$ cat src/rtl/mips_sched_pkg.sv
// Shared definitions for the in-order issue scheduler: instruction field
// positions, opcode values, FSM encoding and the source/destination decoder.
package mips_sched_pkg;

  localparam int OPC_HI = 31;
  localparam int OPC_LO = 26;
  localparam int RS_HI  = 25;
  localparam int RS_LO  = 21;
  localparam int RT_HI  = 20;
  localparam int RT_LO  = 16;
  localparam int RD_HI  = 15;
  localparam int RD_LO  = 11;

  typedef logic [5:0] opcode_t;

  localparam opcode_t OP_ADD   = 6'b000000;
  localparam opcode_t OP_SUB   = 6'b000001;
  localparam opcode_t OP_AND   = 6'b000010;
  localparam opcode_t OP_OR    = 6'b000011;
  localparam opcode_t OP_SLT   = 6'b000100;
  localparam opcode_t OP_MUL   = 6'b000101;
  localparam opcode_t OP_LW    = 6'b001000;
  localparam opcode_t OP_SW    = 6'b001001;
  localparam opcode_t OP_ADDI  = 6'b001010;
  localparam opcode_t OP_SUBI  = 6'b001011;
  localparam opcode_t OP_SLTI  = 6'b001100;
  localparam opcode_t OP_BNEQZ = 6'b001101;
  localparam opcode_t OP_BEQZ  = 6'b001110;
  localparam opcode_t OP_HLT   = 6'b111111;

  typedef enum logic [1:0] {
    ST_RUN     = 2'd0,
    ST_BR_WAIT = 2'd1,
    ST_HALT    = 2'd2
  } sched_state_e;

  // Register usage of one instruction. An unused source reads as R0, which
  // the scoreboard never marks busy, so no separate source enables are needed.
  typedef struct packed {
    logic [4:0] src_a;
    logic [4:0] src_b;
    logic       dst_en;
    logic [4:0] dst;
    logic       is_branch;
    logic       is_halt;
  } decode_t;

  // Only bits [31:11] carry opcode and register fields.
  function automatic decode_t decode_instr(input logic [31:11] hdr);
    decode_t d;
    d = '0;
    case (hdr[OPC_HI:OPC_LO])
      OP_ADD, OP_SUB, OP_AND, OP_OR, OP_SLT, OP_MUL: begin
        d.src_a  = hdr[RS_HI:RS_LO];
        d.src_b  = hdr[RT_HI:RT_LO];
        d.dst_en = 1'b1;
        d.dst    = hdr[RD_HI:RD_LO];
      end
      OP_ADDI, OP_SUBI, OP_SLTI, OP_LW: begin
        d.src_a  = hdr[RS_HI:RS_LO];
        d.dst_en = 1'b1;
        d.dst    = hdr[RT_HI:RT_LO];
      end
      OP_SW: begin
        d.src_a = hdr[RS_HI:RS_LO];
        d.src_b = hdr[RT_HI:RT_LO];
      end
      OP_BNEQZ, OP_BEQZ: begin
        d.src_a     = hdr[RS_HI:RS_LO];
        d.is_branch = 1'b1;
      end
      OP_HLT:  d.is_halt = 1'b1;
      default: ;
    endcase
    return d;
  endfunction

endpackage

$ cat src/rtl/reg_scoreboard.sv
// Per-register write-back countdown. A register stays busy for WB_DIST
// cycles after a writer is accepted; R0 is hard-wired idle.
module reg_scoreboard
  import mips_sched_pkg::*;
#(
  parameter int unsigned WB_DIST = 3
) (
  input  logic       clk1,
  input  logic       rst_n,
  input  logic       set_en,
  input  logic [4:0] set_idx,
  input  logic [4:0] src_a_idx,
  input  logic [4:0] src_b_idx,
  output logic       hazard
);

  localparam logic [1:0] LOAD_VAL = 2'(WB_DIST);

  logic [1:0]  cnt [31:1];
  logic [31:0] busy;

  // Load on a new writer (wins over the decrement), otherwise count down to zero.
  always_ff @(posedge clk1) begin
    // NOTE: the counter array is reset explicitly; a stale nonzero count
    // after reset would stall the first dependent instruction.
    if (!rst_n) begin
      for (int i = 1; i < 32; i++) cnt[i] <= 2'd0;
    end else begin
      for (int i = 1; i < 32; i++) begin
        if (set_en && set_idx == 5'(i)) cnt[i] <= LOAD_VAL;
        else if (cnt[i] != 2'd0)         cnt[i] <= cnt[i] - 2'd1;
      end
    end
  end

  // Busy vector indexed directly by register number; bit 0 stays clear.
  always_comb begin
    // NOTE: default first so every bit is assigned on every pass (no latch).
    busy = '0;
    for (int i = 1; i < 32; i++) busy[i] = (cnt[i] != 2'd0);
  end

  assign hazard = busy[src_a_idx] | busy[src_b_idx];

endmodule

$ cat src/rtl/hazard_scheduler.sv
// In-order issue stage: holds back RAW-dependent instructions until the
// producer has written back, waits for branch resolution, stops on HLT.
module hazard_scheduler
  import mips_sched_pkg::*;
#(
  parameter int unsigned WB_DIST     = 3,
  parameter int unsigned STALL_CNT_W = 16
) (
  input  logic                   clk1,
  input  logic                   rst_n,
  input  logic                   in_valid,
  input  logic [31:0]            in_instr,
  output logic                   in_ready,
  output logic                   out_valid,
  output logic [31:0]            out_instr,
  input  logic                   br_resolve,
  output logic                   halted,
  output logic [STALL_CNT_W-1:0] stall_count
);

  localparam logic [STALL_CNT_W-1:0] STALL_ONE = STALL_CNT_W'(1);

  sched_state_e state, state_next;
  decode_t      dec;
  logic         hazard;
  logic         accept;

  assign dec = decode_instr(in_instr[31:11]);

  reg_scoreboard #(.WB_DIST(WB_DIST)) u_scoreboard (
    .clk1      (clk1),
    .rst_n     (rst_n),
    .set_en    (accept && dec.dst_en),
    .set_idx   (dec.dst),
    .src_a_idx (dec.src_a),
    .src_b_idx (dec.src_b),
    .hazard    (hazard)
  );

  // rst_n gates ready so nothing is taken while reset is held.
  assign in_ready = rst_n && (state == ST_RUN) && !hazard;
  assign accept   = in_valid && in_ready;
  assign halted   = (state == ST_HALT);

  // State register.
  always_ff @(posedge clk1) begin
    // NOTE: sequential state uses non-blocking assignment so every flop
    // samples pre-edge values regardless of block ordering.
    if (!rst_n) state <= ST_RUN;
    else        state <= state_next;
  end

  // Next-state: branches park in BR_WAIT, HLT parks in HALT until reset.
  always_comb begin
    state_next = state;
    case (state)
      ST_RUN: begin
        if (accept && dec.is_branch)    state_next = ST_BR_WAIT;
        else if (accept && dec.is_halt) state_next = ST_HALT;
      end
      ST_BR_WAIT: if (br_resolve) state_next = ST_RUN;
      ST_HALT:    state_next = ST_HALT;
      default:    state_next = ST_RUN;
    endcase
  end

  // Issue register: the accepted word one cycle later, otherwise a zero bubble.
  always_ff @(posedge clk1) begin
    if (!rst_n) begin
      out_valid <= 1'b0;
      out_instr <= '0;
    end else begin
      out_valid <= accept;
      out_instr <= accept ? in_instr : '0;
    end
  end

  // Saturating count of cycles a valid instruction was held back by a hazard.
  always_ff @(posedge clk1) begin
    if (!rst_n) begin
      stall_count <= '0;
    end else if (state == ST_RUN && in_valid && hazard && !(&stall_count)) begin
      stall_count <= stall_count + STALL_ONE;
    end
  end

endmodule

$ cat config.mk
export PLATFORM = sky130hd
export DESIGN_NAME = hazard_scheduler
export DESIGN_NICKNAME = d
export VERILOG_FILES = /design/src/rtl/mips_sched_pkg.sv /design/src/rtl/reg_scoreboard.sv /design/src/rtl/hazard_scheduler.sv
export SDC_FILE = /design/constraint.sdc
export NUM_CORES = 1
export LEC_CHECK = 0
export ABC_AREA = 1
export CAP_MARGIN = 5
export CORE_AREA = 2 2 103 145
export DETAILED_ROUTE_END_ITERATION = 6
export DIE_AREA = 0 0 105 147
export PLACE_DENSITY = 0.73
export SYNTH_ARGS = -nofsm -noshare
export SYNTH_HDL_FRONTEND = slang
export SYNTH_SLANG_ARGS = --single-unit
$ cat constraint.sdc
create_clock -name clk1 -period 2.5 [get_ports clk1]
set_input_delay 0.5 -clock clk1 [delete_from_list [all_inputs] [get_ports clk1]]
set_output_delay 0.5 -clock clk1 [all_outputs]
set_load 0.01 [all_outputs]
Yosys cells after proc, flatten, opt, wreduce, memory -nomap -nowiden

Memories as Yosys holds them, arrays and structs flattened.
Cells that the tools add are included.
W data, S select, Z words.

Register bits: 51
Bits in writable memories: 62
Input bits: 36
Memories kept: 1

Add/sub/neg operators: 32
Order comparisons: 2
Eq/ne operators: 48
Multiplexer cells: 293
Bitwise gates (word level): 63
Reduce and logical (&&, ||, !) cells: 83

Memory list:

| memory           | words | bits a word | read ports | clocked after memory_dff | write ports | RTL line             | source |
|---|---|---|---|---|---|---|---|
| u_scoreboard.cnt | 31    | 2           | 31         | 0                        | 31          | reg_scoreboard.sv:19 | `logic [1:0] cnt [31:1];` |

Operator list:

| operator                | number |
|---|---|
| $mux W1                 | 222 |
| $mux W2                 | 65 |
| $eq A5 B5 Y1 const B    | 16 |
| $or A1 B1 Y1            | 63 |
| $reduce_bool A2 Y1      | 31 |
| $sub A2 B1 Y2 const B   | 31 |
| $eq A6 B4 Y1 const B    | 7 |
| $eq A5 B4 Y1 const B    | 8 |
| $logic_and A1 B1 Y1     | 40 |
| $eq A5 B3 Y1 const B    | 4 |
| $add A16 B1 Y16 const B | 1 |
| $reduce_and A16 Y1      | 1 |
| $reduce_or A13 Y1       | 1 |
| $eq A6 B2 Y1 const B    | 2 |
| $eq A6 B3 Y1 const B    | 2 |
| $lt A5 B6 Y1 const B    | 2 |
| $pmux W6 S2             | 1 |
| $bmux W1 S5             | 2 |
| $eq A5 B2 Y1 const B    | 2 |
| $mux W5                 | 2 |
| $reduce_or A7 Y1        | 1 |
| $eq A6 B1 Y1 const B    | 1 |
| $eq A6 B6 Y1 const B    | 1 |
| $logic_not A6 Y1        | 1 |
| other kinds (12)        | 14 |

Longest topological paths before layout

Word-level depth: 16
Depth in mapped cells: 21

Modules after synthesis

From an unflattened synthesis, not the netlist that was laid out.

Cells, all modules: 859
Area, all modules: 6517.5 um2

By module, submodules not included:

| module           | times used | cells an instance | area each (um2) | seq. area each (um2) |
|---|---|---|---|---|
| reg_scoreboard   | 1          | 560               | 4391.7          | 1861.8 |
| hazard_scheduler | 1          | 299               | 2125.8          | 1021.0 |

Worst setup path after synthesis

OpenSTA, ideal clock, no wires.

Path type: input to register
From: in in_instr[31]
To: reg, netlist name u_scoreboard.cnt[0][10]
Arrival: 2.349 ns
Setup slack: -0.150 ns
Cell stages on the path: 18
Path buffers: 1
Cell sequence: nor2_2 -> nand3_2 -> nand2_4 -> inv_2 -> nor2_8 -> inv_2 -> nand3_1 -> nand3_1 -> nand3_1 -> nand3_1 -> nand2_1 -> nand3_4 -> nor2_8 -> nand2_4 -> nor2_4 -> buf_6 -> nand2_2 -> nand3_1

RTL lines:

| element         | RTL line               | source |
|---|---|---|
| start, declared | hazard_scheduler.sv:12 | `input logic [31:0] in_instr,` |

==> key figures <==
Power and ir drop
  – Leakage: 0.00427 uW
  – Peak supply drop: 0.609 mV
  – Power Density: 909 nW/um2
  – Overall power: 9230 uW

Drt
  – # DRC: 3
  – DR vias/cell: 5.34
  – Final ANT Viol Nets: 0
  – Detailed-route wire length: 20,600 um
  – Initial DRC count: 392
  – First-pass DRT Iterations: 7
  – Routed wire per std cell: 17.5 um
  – Via count: 6,280

Floorplan
  – I/O pin cnt: 87
  – Chip width: 105 um
  – Area of the core: 14,200 um2
  – Die area: 15,400 um2
  – Die Height: 147 um
  – Starting Density: 44.2%
  – # rows: 52

Clock tree
  – Clk_lat worst skew: 0.42 ns
  – Post-CTS Hold Fix Bufs: 0
  – Num CTS Buffers: 17
  – # H-tree levels: 4
  – Clock sinks: 113
  – Clock transition at path regs: 0.05 ns
  – CTS tree: done
  – CTS Root Buffer Type: clkbuf_16
  – CTS Buffer Depth: 2

Cells and area
  – Area growth from synthesis to layout: 61.8%
  – Most frequent cells in the layout: buf_4 (115), inv_1 (113), nand2_1 (105)
  – Diode count: 0
  – Final std cells w/o fill: 1,177
  – Commonest non-fill, non-tap cell in the layout: buf_4
  – Final-stage net count: 1,043
  – Layout cells sized above 1: 36.1%

GRT
  – Grt met1 use: 26.9%
  – First-pass GRT wire length: 31,000 um
  – Antenna violations before repair: 0
  – GRT busiest layer: met2
  – Vias in the first global route: 6,494
  – Global route overflow: 0
  – Largest net degree at the start of global routing: 59
  – Met3 Use GR: 5.46%
  – All-layer global routing usage: 25.5%
  – Met2 Use GR: 46.5%

Outcome
  – Violated checks: DRC, setup timing
  – Outcome: finished with violations

Timing
  – Max Fclk: 0.370 GHz
  – TNS Setup: -15.60 ns
  – Setup-failing EPs final: 117
  – Slew HR: 39.6%
  – Final min period: 2.70 ns
  – Hold Worst Slack: 0.428 ns
  – Final setup margin: -0.201 ns
  – Fin crit share: 108%
  – RSZ-0062 raised after global routing: true
  – Measured slew at the worst slew-check pin: 0.906 ns
  – Clock skew: 0.00711 ns
  – Final hold viol count: 0
  – Max Slew Vio Count: 0

Yosys
  – Sequential area share after synthesis: 45.9%
  – Cell count after synthesis: 759
  – Multiplexer area fraction after synthesis: 0%
  – Syn Area/Cell: 8.27 um2
  – Yosys warning count: 0
  – Post-Synth Adder-Cell Area: 6.38%
  – Cell taking the most area after synthesis: edfxtp_1
  – Syn Std Cell Area: 6280 um2
  – Compound-Gate Fraction of Synth Area: 10.2%
  – Synth Area in XOR/XNOR: 1.54%
  – Top cell type's share of synthesized area: 29.7%
  – Yosys reg bits: 113
  – Area contributors post-synth: edfxtp_1 (30%), dfxtp_1 (16%), nand2_1 (8.7%)
  – Post-Synth Simple-Gate Area: 26.5%
  – Mapped Nets: 827
  – Post-synth cell types: 32
  – Largest family of logic cells by synthesized area: simple AND/OR/NAND/NOR gates

Worst setup path
  – Worst Path Max Fanout: 8
  – Req. time, crit path: 2.72 ns
  – Flop2flop setup slack: -0.16 ns
  – Worst stage delay on the critical path: 0.23 ns
  – RR Startpoint: u_scoreboard.cnt[1][10]$_DFFE_PP_
  – Worst path top cell family by delay: simple AND/OR/NAND/NOR gates
  – Startpoint Class: primary input
  – Worst setup path class: primary input to flop
  – CP Capture Type: flop
  – Reg2Reg Depth: 17
  – Cell mode on critical path: nand2_4
  – Worst Path Arrival: 2.93 ns
  – Slowest CP cell: buf_12
  – CP bufs+invs: 6
  – Cell Chain, Critical Path: buf_8 > inv_4 > nor2_4 > nor2_4 > nand2_4 > nand2_4 > o21ai_4 > buf_6 > nand2_1 > nand3_2 > nand3_2 > nand3b_1 > nand3_2 > nand2_4 > nand3_4 > buf_6 > nor2_8 > nand2_4 > nor2_4 > buf_12 > nand2_8 > buf_6 > o31ai_2
  – R2R Path End: u_scoreboard.cnt[1][24]$_DFFE_PP_

Placement
  – # port buffers: 86
  – DP HPWL: 12,700 um
  – Placer Congestion: 0.915
  – Inst Count DP: 1,134
  – Place WS: -1.11 ns

Min path
  – Min-Delay Startpoint: in_instr[26]
  – Hold WC Path Type: primary input to flop
  – Hold depth: 4
  – Worst hold endpoint: out_instr[26]$_SDFF_PN0_

Flow run
  – Max-Cap Viols: 0
## timing repair
| item | CTS | global route |
|---|---|---|
| setup buffers | 12 | 2 |
| endpoints found under the hold margin | 0 | 0 |
| resized for setup | 176 | 101 |
| cloned | 2 | 0 |
| pin swaps | 23 | 29 |
| setup endpoints to repair | 175 | 145 |
## how the worst max path moves through the flow
stage | from | to | slack (ns) | cells past startpoint
2_1_floorplan | in_instr[31] | u_scoreboard.cnt[0][12]$_DFFE_PP_ | -0.08 | 19
3_3_place_gp | in_instr[28] | in_ready | -1.08 | 14
3_5_place_dp | in_instr[28] | in_ready | -1.11 | 14
4_1_cts | in_instr[27] | u_scoreboard.cnt[1][8]$_DFFE_PP_ | -0.15 | 23
5_1_grt | in_instr[30] | u_scoreboard.cnt[0][14]$_DFFE_PP_ | -0.32 | 23
6_report | in_instr[26] | u_scoreboard.cnt[1][24]$_DFFE_PP_ | -0.20 | 23
## area by class of cell
type	instances	area, um2
Multi-Input combinational cell	495	3960
Clock buffer	24	524
Timing Repair Buffer	221	1990
Fill cell	1004	4030
Sequential cell	113	2880
Clock inverter	8	68.8
Inverter	127	499
Tap cell	189	236
## power by group
part | total (uW) | leakage (uW) | internal [uW] | switching [uW]
combinational | 3940 | 0.00288 | 1790 | 2150
sequential | 2850 | 0.00109 | 2630 | 220
clock | 2430 | 0.000301 | 1560 | 876
## worst register-to-register path, cell delays in order (launching register included)
cell      delay [ns]
edfxtp_1        0.43
inv_1           0.10
ha_1            0.30
nand2_2         0.10
nand3_2         0.08
nand3_2         0.08
nand3b_1        0.11
nand3_2         0.09
nand2_4         0.09
nand3_4         0.09
buf_6           0.14
nor2_8          0.10
nand2_4         0.09
nor2_4          0.16
buf_12          0.23
nand2_8         0.09
buf_6           0.14
o31ai_2         0.07
## sequential cells by signal, summed over array words and instances, names as in the netlist
signal	cells
out_instr	32
state	2
u_scoreboard.cnt	62
out_valid	1
stall_count	16
## through the flow
step | instance area, um2 | util, %
floorplan | 6400 | -
global placement | 8350 | 58.8
detailed placement | 8350 | 58.8
CTS | 9660 | 68.1
global route | 10200 | 71.6
finish | 10200 | 71.6
## Yosys cell counts (all sizes together)
| cell type | n |
|---|---|
| buf | 10 |
| xor2 | 8 |
| edfxtp | 62 |
| nor3 | 9 |
| clkinv | 1 |
| inv | 126 |
| a21oi | 17 |
| a31oi | 1 |
| nor4 | 4 |
| nand3 | 93 |
| clkbuf | 14 |
| nand3b | 4 |
| o22ai | 5 |
| nand4 | 2 |
| xnor2 | 3 |
| ha | 32 |
| nand2 | 164 |
| dfxtp | 51 |
| o21ai | 8 |
| o31ai | 62 |
| nor2 | 83 |
## routing by layer
metal / vias to the layer above / share of wire, %
met5: - / 0
met4: 0 / 5.7
met3: 88 / 5.6
met2: 263 / 51
met1: 2951 / 37
li1: 2978 / -
## cell families after synthesis
| family | count (synthesis) |
|---|---|
| flops | 113 |
| simple gates | 359 |
| fa+ha+maj | 32 |
| xor+xnor | 11 |
| compound gates | 93 |
| buf+inv | 151 |
Note: power is estimated with default switching activity, not from simulation.
